### config.mk
export PLATFORM = sky130hd
export DESIGN_NAME = display_driver_flat
export DESIGN_NICKNAME = d
export VERILOG_FILES = /design/src/rtl/display_driver_if.sv /design/src/rtl/display_driver.sv /design/src/flat_wrapper.sv
export SDC_FILE = /design/constraint.sdc
export NUM_CORES = 1
export LEC_CHECK = 0
export BUFFER_PORTS_ARGS = -buffer_cell sky130_fd_sc_hd__buf_2
export CAP_MARGIN = 40
export CORE_ASPECT_RATIO = 0.8
export CORE_UTILIZATION = 45
export CTS_CLUSTER_DIAMETER = 40
export DETAILED_ROUTE_END_ITERATION = 7
export PLACE_DENSITY_LB_ADDON = 0.12
export SYNTH_ARGS = -nofsm -noshare
export SYNTH_HDL_FRONTEND = slang
export SYNTH_SLANG_ARGS = --single-unit
export TNS_END_PERCENT = 20
### constraint.sdc
create_clock -name clk -period 2.4 [get_ports clk]
set_input_delay 0.48 -clock clk [delete_from_list [all_inputs] [get_ports clk]]
set_output_delay 0.48 -clock clk [all_outputs]
set_load 0.02 [all_outputs]
### src/rtl/display_driver_if.sv
// Digit inputs and scan/segment outputs of the four-digit seven-segment driver.
// The datapath side uses the master modport; the display driver uses the slave modport.
interface display_driver_if;
    logic [3:0] dig0;
    logic [3:0] dig1;
    logic [3:0] dig2;
    logic [3:0] dig3;
    logic [3:0] scan;
    logic [6:0] disp;

    modport master (
        output dig0, dig1, dig2, dig3,
        input  scan, disp
    );

    modport slave (
        input  dig0, dig1, dig2, dig3,
        output scan, disp
    );
endinterface

### src/rtl/display_driver.sv
// Four-digit multiplexed seven-segment driver with registered, glitch-free scan/segment outputs.
// Optional leading-zero blanking is enabled by defining DISPLAY_LZB_EN.
module display_driver #(
    parameter int SCAN_DIV = 1
) (
    input  logic              clk,
    input  logic              rst_n,
    display_driver_if.slave   bus
);
    localparam int DW = (SCAN_DIV > 1) ? $clog2(SCAN_DIV) : 1;
    localparam logic [DW-1:0] DIV_LAST = DW'(SCAN_DIV - 1);

    logic [DW-1:0] div_cnt_reg;
    logic [1:0]    idx_reg;
    logic [3:0]    scan_reg;
    logic [6:0]    disp_reg;

    logic [3:0]    digs [4];
    logic [3:0]    digit_sel;
    logic [3:0]    scan_next;
    logic [6:0]    seg_next;
    logic          blank;

    assign digs[0] = bus.dig0;
    assign digs[1] = bus.dig1;
    assign digs[2] = bus.dig2;
    assign digs[3] = bus.dig3;

    assign digit_sel = digs[idx_reg];

    genvar gi;
    generate
        for (gi = 0; gi < 4; gi++) begin : g_scan
            assign scan_next[gi] = (idx_reg == 2'(gi));
        end
    endgenerate

`ifdef DISPLAY_LZB_EN
    logic [3:0] zero;
    logic [3:0] lead_zero;

    // A digit is blanked only if it and every digit to its left are zero; dig0 always shows.
    generate
        for (gi = 0; gi < 4; gi++) begin : g_lzb
            assign zero[gi] = (digs[gi] == 4'd0);
            if (gi == 0) begin : g_first
                assign lead_zero[gi] = 1'b0;
            end else begin : g_rest
                assign lead_zero[gi] = &zero[3:gi];
            end
        end
    endgenerate

    assign blank = lead_zero[idx_reg];
`else
    assign blank = 1'b0;
`endif

    function automatic logic [6:0] seg_decode(input logic [3:0] v);
        logic [6:0] s;
        case (v)
            4'h0: s = 7'h3F;
            4'h1: s = 7'h06;
            4'h2: s = 7'h5B;
            4'h3: s = 7'h4F;
            4'h4: s = 7'h66;
            4'h5: s = 7'h6D;
            4'h6: s = 7'h7D;
            4'h7: s = 7'h07;
            4'h8: s = 7'h7F;
            4'h9: s = 7'h6F;
            4'hA: s = 7'h77;
            4'hB: s = 7'h7C;
            4'hC: s = 7'h39;
            4'hD: s = 7'h5E;
            4'hE: s = 7'h79;
            default: s = 7'h71;
        endcase
        return s;
    endfunction

    assign seg_next = blank ? 7'h00 : seg_decode(digit_sel);

    // scan and disp come from the same idx on the same edge, so they never disagree.
    always_ff @(posedge clk or negedge rst_n) begin
        if (!rst_n) begin
            div_cnt_reg <= '0;
            idx_reg     <= 2'd0;
            scan_reg    <= 4'b0000;
            disp_reg    <= 7'h00;
        end else begin
            scan_reg <= scan_next;
            disp_reg <= seg_next;
            if (div_cnt_reg == DIV_LAST) begin
                div_cnt_reg <= '0;
                idx_reg     <= idx_reg + 2'd1;
            end else begin
                div_cnt_reg <= div_cnt_reg + 1'b1;
            end
        end
    end

    assign bus.scan = scan_reg;
    assign bus.disp = disp_reg;
endmodule

### src/flat_wrapper.sv
// flat-port wrapper written by rule: the top's interface ports become plain ports
module display_driver_flat 
#(
    parameter int SCAN_DIV = 1
)
  (clk, rst_n, bus_dig0, bus_dig1, bus_dig2, bus_dig3, bus_scan, bus_disp);
  display_driver_if bus_i ();
  input  logic clk;
  input  logic rst_n;
  input wire logic [$bits(bus_i.dig0)-1:0] bus_dig0;
  input wire logic [$bits(bus_i.dig1)-1:0] bus_dig1;
  input wire logic [$bits(bus_i.dig2)-1:0] bus_dig2;
  input wire logic [$bits(bus_i.dig3)-1:0] bus_dig3;
  output wire logic [$bits(bus_i.scan)-1:0] bus_scan;
  output wire logic [$bits(bus_i.disp)-1:0] bus_disp;
  assign bus_i.dig0 = bus_dig0;
  assign bus_i.dig1 = bus_dig1;
  assign bus_i.dig2 = bus_dig2;
  assign bus_i.dig3 = bus_dig3;
  assign bus_scan = bus_i.scan;
  assign bus_disp = bus_i.disp;
  display_driver #(.SCAN_DIV(SCAN_DIV)) u_core (.clk(clk), .rst_n(rst_n), .bus(bus_i));
endmodule
== Yosys cells after proc, flatten, opt, wreduce, memory -nomap -nowiden ==
Memory sizes are Yosys's and may differ from the RTL's. A register that Yosys moved wholly into a read port is not among the register bits.
Index checks and enable logic that the tools add are counted.

* Input bits: 18
* Register bits after elaboration: 7
* Word-level logic and storage cells: 17
* Output and inout port bits: 11
* Bits in read-only memories: 112
* Memories: 1

* Mux-type cells: 4
* Reduce and logical (&&, ||, !) cells: 2
* Eq/ne operators: 3
* Order comparisons: 1
* Add/subtract/negate cells: 2
* Bitwise gates (word level): 1

{| class="wikitable"
|+ Memory list
! name !! depth !! width !! rd ports !! clocked after Yosys merged registers in !! wr ports !! RTL line !! source
|-
| (no name shown) || 16 || 7 || 1 || 1 || 0 || display_driver.sv:61 || <nowiki>case (v)</nowiki>
|}

{| class="wikitable"
|+ Operators with widths
! operator !! count
|-
| 4-bit binary-select mux with 2-bit select || 1
|-
| 4-bit two-way mux || 2
|-
| 2-bit == test (second input constant) || 2
|-
| 3-bit greater-or-equal comparator (second input constant) || 1
|-
| 2-bit inverter with 3-bit output || 1
|-
| 2-bit by 1-bit adder with 2-bit output (second input constant) || 1
|-
| 2-bit by 1-bit == test with 1-bit output (second input constant) || 1
|-
| 2-bit zero test || 1
|-
| 1-bit adder (second input constant) || 1
|-
| 1-bit zero test || 1
|-
| 1-bit two-way mux || 1
|}

== Logic depth before layout (Yosys ltp) ==
* Depth in word-level cells: 4
* Gate-level depth with buffers: 8
* Depth with buffers taken out: 7

== Worst setup path before layout ==
OpenSTA, ideal clock, no wires.

* Kind: reg2reg
* Start: register u_core.idx_reg[0]
* End: register u_core.disp_reg[3] (netlist: u_core.bus.disp[3])
* Clock period less this slack: 1911 ps
* Data arrival time: 1792 ps
* Data required time: 2280 ps
* Path slack: 489 ps
* Setup time: 120 ps
* Buffers on the path: 1
* Cell stages (with the launch flop): 8
* Cells stage by stage: dfrtp_1 -> buf_6 -> mux4_1 -> inv_1 -> ha_1 -> nand2_1 -> a21oi_1 -> a31o_1

* Cells in the longest elaborated chain, start to end: 4

{| class="wikitable"
|+ Ends and longest elaborated chain
! item !! RTL line !! source
|-
| start: declaration || display_driver.sv:14 || <nowiki>logic [1:0] idx_reg;</nowiki>
|-
| start signal: assignment || display_driver.sv:96 || <nowiki>idx_reg <= idx_reg + 2'd1;</nowiki>
|-
| 2-bit inverter with 3-bit output (implied by the code) || display_driver.sv:29 || <nowiki>assign digit_sel = digs[idx_reg];</nowiki>
|-
| 4-bit binary-select mux with 2-bit select || display_driver.sv:29 ||
|-
| 4-bit two-way mux (implied by the code) (2 in series) || display_driver.sv:29 ||
|-
| end: declaration || display_driver.sv:16 || <nowiki>logic [6:0] disp_reg;</nowiki>
|}

No other way between the ends. The select of a mux whose other input is x is not followed.
A chain may end at the register's enable or synchronous reset.

== Worst setup path in the final report ==
Ends and elaborated chain as after synthesis.

==> metrics.cfg <==
[clocking]
post_cts_resize_count = 0
cts_setup_buffers = 0
clockBufferDepth = 2
clkLatencyLatePin_ps = 260
cts_tree = done
clkTransAtPathRegs_ps = 70
root_buffer = clkbuf_4
clkSinkCount = 13
cts_hold_buf = 0
htree_levels = 1
cts_made_buffers = 3

[power_and_ir_drop]
p_total_uw = 456
p_per_area_mw_per_mm2 = 440
ir_drop_mv = 0.263
p_leak_nw = 0.526

[global_route]
antenna_found_initial = 0
track_usage = 0.172
grt_overflow_total = 0
grt_start_max_net_pins = 14
grt_pass1_wl_um = 2540
grt_pass1_vias = 569

[detailed_routing]
drtIter0Drc = 21
drc = 0
first_pass_iters = 4
routed_wirelength_um = 1470
ant_nets = 0
wl_per_cell_um = 11.7
vias = 627
via_per_inst = 5.02

[logic_synthesis]
ys_seq_area_frac = 0.378
syn-cell-area_um2 = 860
yosys_warnings = 0
synthDistinctLibCells = 23
synth_area_per_cell_um2 = 11.8
synth_cells = 73
syn-num-nets = 102
ys_seq_elements = 13

[final_layout]
layout_common_cells = buf_2, dfrtp_1, ha_1
drive_gt1_frac = 0.359
finalNetCount = 133
layout_commonest_cell = buf_2
num_antenna_cells = 0
fillers = 148
syn_to_final_growth_pct = 20.5
final_util = 0.607
largest_reg_flops = 7

[floorplanning]
core-area_mm2 = 0.00171
die_h_um = 41.1
ios = 29
die_w_um = 50.9
rows = 13
initial_core_util = 0.503
die-area_mm2 = 0.00209

[worst_setup_path]
worst_path_max_delay_cell = mux4_1
r2r_setup_slack_ps = 410
crit_path_end_kind = flop
arrival_ps = 2150
crit_chain = mux4_1, inv_1, ha_1, nand2_1, a21oi_1, a31o_1
start_kind = flop
worst-setup-path-type = flop to flop
path_max_fanout = 5
cp_slowest_stage_delay_ps = 670
required_ps = 2560

[flow_run]
cap_viol_max_count = 0

[timing]
setup_tns_ps = 0
max_freq_ghz = 0.503
rsz0062_at_grt = false
maxSlewViolCount = 0
fin_crit_sh = 0.828
layout_min_cycle_time_ps = 1990
setup_violations = 0
fin_ws_ps = 412
worst_pin_slew_ps = 337
hold_viol = 0
skew_ps = 3.79
relSlewSlack = 0.776

[placed_design]
dp_slack_ps = 341
dp_hpwl_um = 1220
gp_congestion = 0.785
portBuffers = 28

[min_path]
min_path_type = input pin to asynchronous set/reset pin

[outcome]
status = finished, final reports clean

-- critical path: cells and delay by family (launching register included) --
family                   cells  cell delay, ps
AO/OA/AOI/OAI                2             260
adder cells (fa/ha/maj)      1             250
buffers and inverters        1             180
flip-flops                   1             420
multiplexers                 1             670
AND/OR/NAND/NOR              1             100
-- cell type report --
type / instances / area [um^2] / area share
Multi-Input combinational cell: 47 / 468 / 0.452
Tap cell: 22 / 27.5 / 0.0266
Timing Repair Buffer: 30 / 155 / 0.150
Sequential cell: 13 / 325 / 0.314
Inverter: 9 / 33.8 / 0.0326
Clock buffer: 4 / 26.3 / 0.0254
-- path summary, 6_finish.rpt --
| path | cells past startpoint | startpoint | end |
|---|---|---|---|
| min in group clk | 2 | u_core.idx_reg[0] | u_core.idx_reg[0] |
| worst min-delay path | 1 | rst_n | u_core.idx_reg[0] |
| worst min register to register | 2 | u_core.idx_reg[0] | u_core.idx_reg[0] |
| worst max register to register | 6 | u_core.idx_reg[0] | u_core.bus.disp[3] |
| max in group asynchronous | 1 | rst_n | u_core.bus.disp[0] |
| worst max-delay path | 6 | u_core.idx_reg[0] | u_core.bus.disp[3] |
-- stage by stage --
stage / hold WS, ps / instance area (um^2) / std cells
floorplan: 184 / 860 / 73
global placement: 371 / 1010 / 121
detailed placement: 374 / 1010 / 121
CTS: 85.7 / 1040 / 125
global route: 83.4 / 1040 / 125
finish: 77.8 / 1040 / 125
-- synthesized netlist by cell type, drive strengths merged --
| cell type | number | share of area |
|---|---|---|
| buf | 4 | 0.038 |
| ha | 11 | 0.16 |
| and2 | 1 | 0.0087 |
| a21oi | 5 | 0.029 |
| a31o | 1 | 0.010 |
| nor3b | 2 | 0.017 |
| dfrtp | 13 | 0.38 |
| o221ai | 1 | 0.010 |
| mux2i | 1 | 0.012 |
| inv | 9 | 0.039 |
| a31oi | 2 | 0.015 |
| xor2 | 4 | 0.041 |
| o21a | 1 | 0.0087 |
| o211ai | 1 | 0.0087 |
| a2bb2oi | 1 | 0.010 |
| a311oi | 1 | 0.010 |
| a211o | 1 | 0.012 |
| mux4 | 5 | 0.14 |
| or2 | 3 | 0.022 |
| nor2 | 1 | 0.0044 |
| nand2 | 5 | 0.022 |
-- cells by family (layout without fill, tap and decap cells) --
family                     count (synthesis)  in the layout  share of synthesized area
buffers and inverters                     13             43                     0.0771
muxes                                      6              6                      0.156
DFF                                       13             13                      0.378
and+or+nand+nor                           12             12                     0.0742
xor gates and xnor gates                   4              4                     0.0408
adders and majority gates                 11             11                      0.160
AOI/OAI and AO/OA                         14             14                      0.114
-- routing by layer --
metal,track usage,up-vias,part of all wire
met2,0.293,31,0.44
met4,0.0625,0,0
li1,-,314,-
met3,0.0222,0,0.074
met5,0,-,0
met1,0.231,282,0.49
-- where the power goes --
group / internal, mW / switching (mW)
Combinational: 0.0439 / 0.0545
Sequential: 0.229 / 0.00187
Clock: 0.0642 / 0.0624
Total: 0.337 / 0.119
Note: power is estimated with default switching activity, not from simulation.
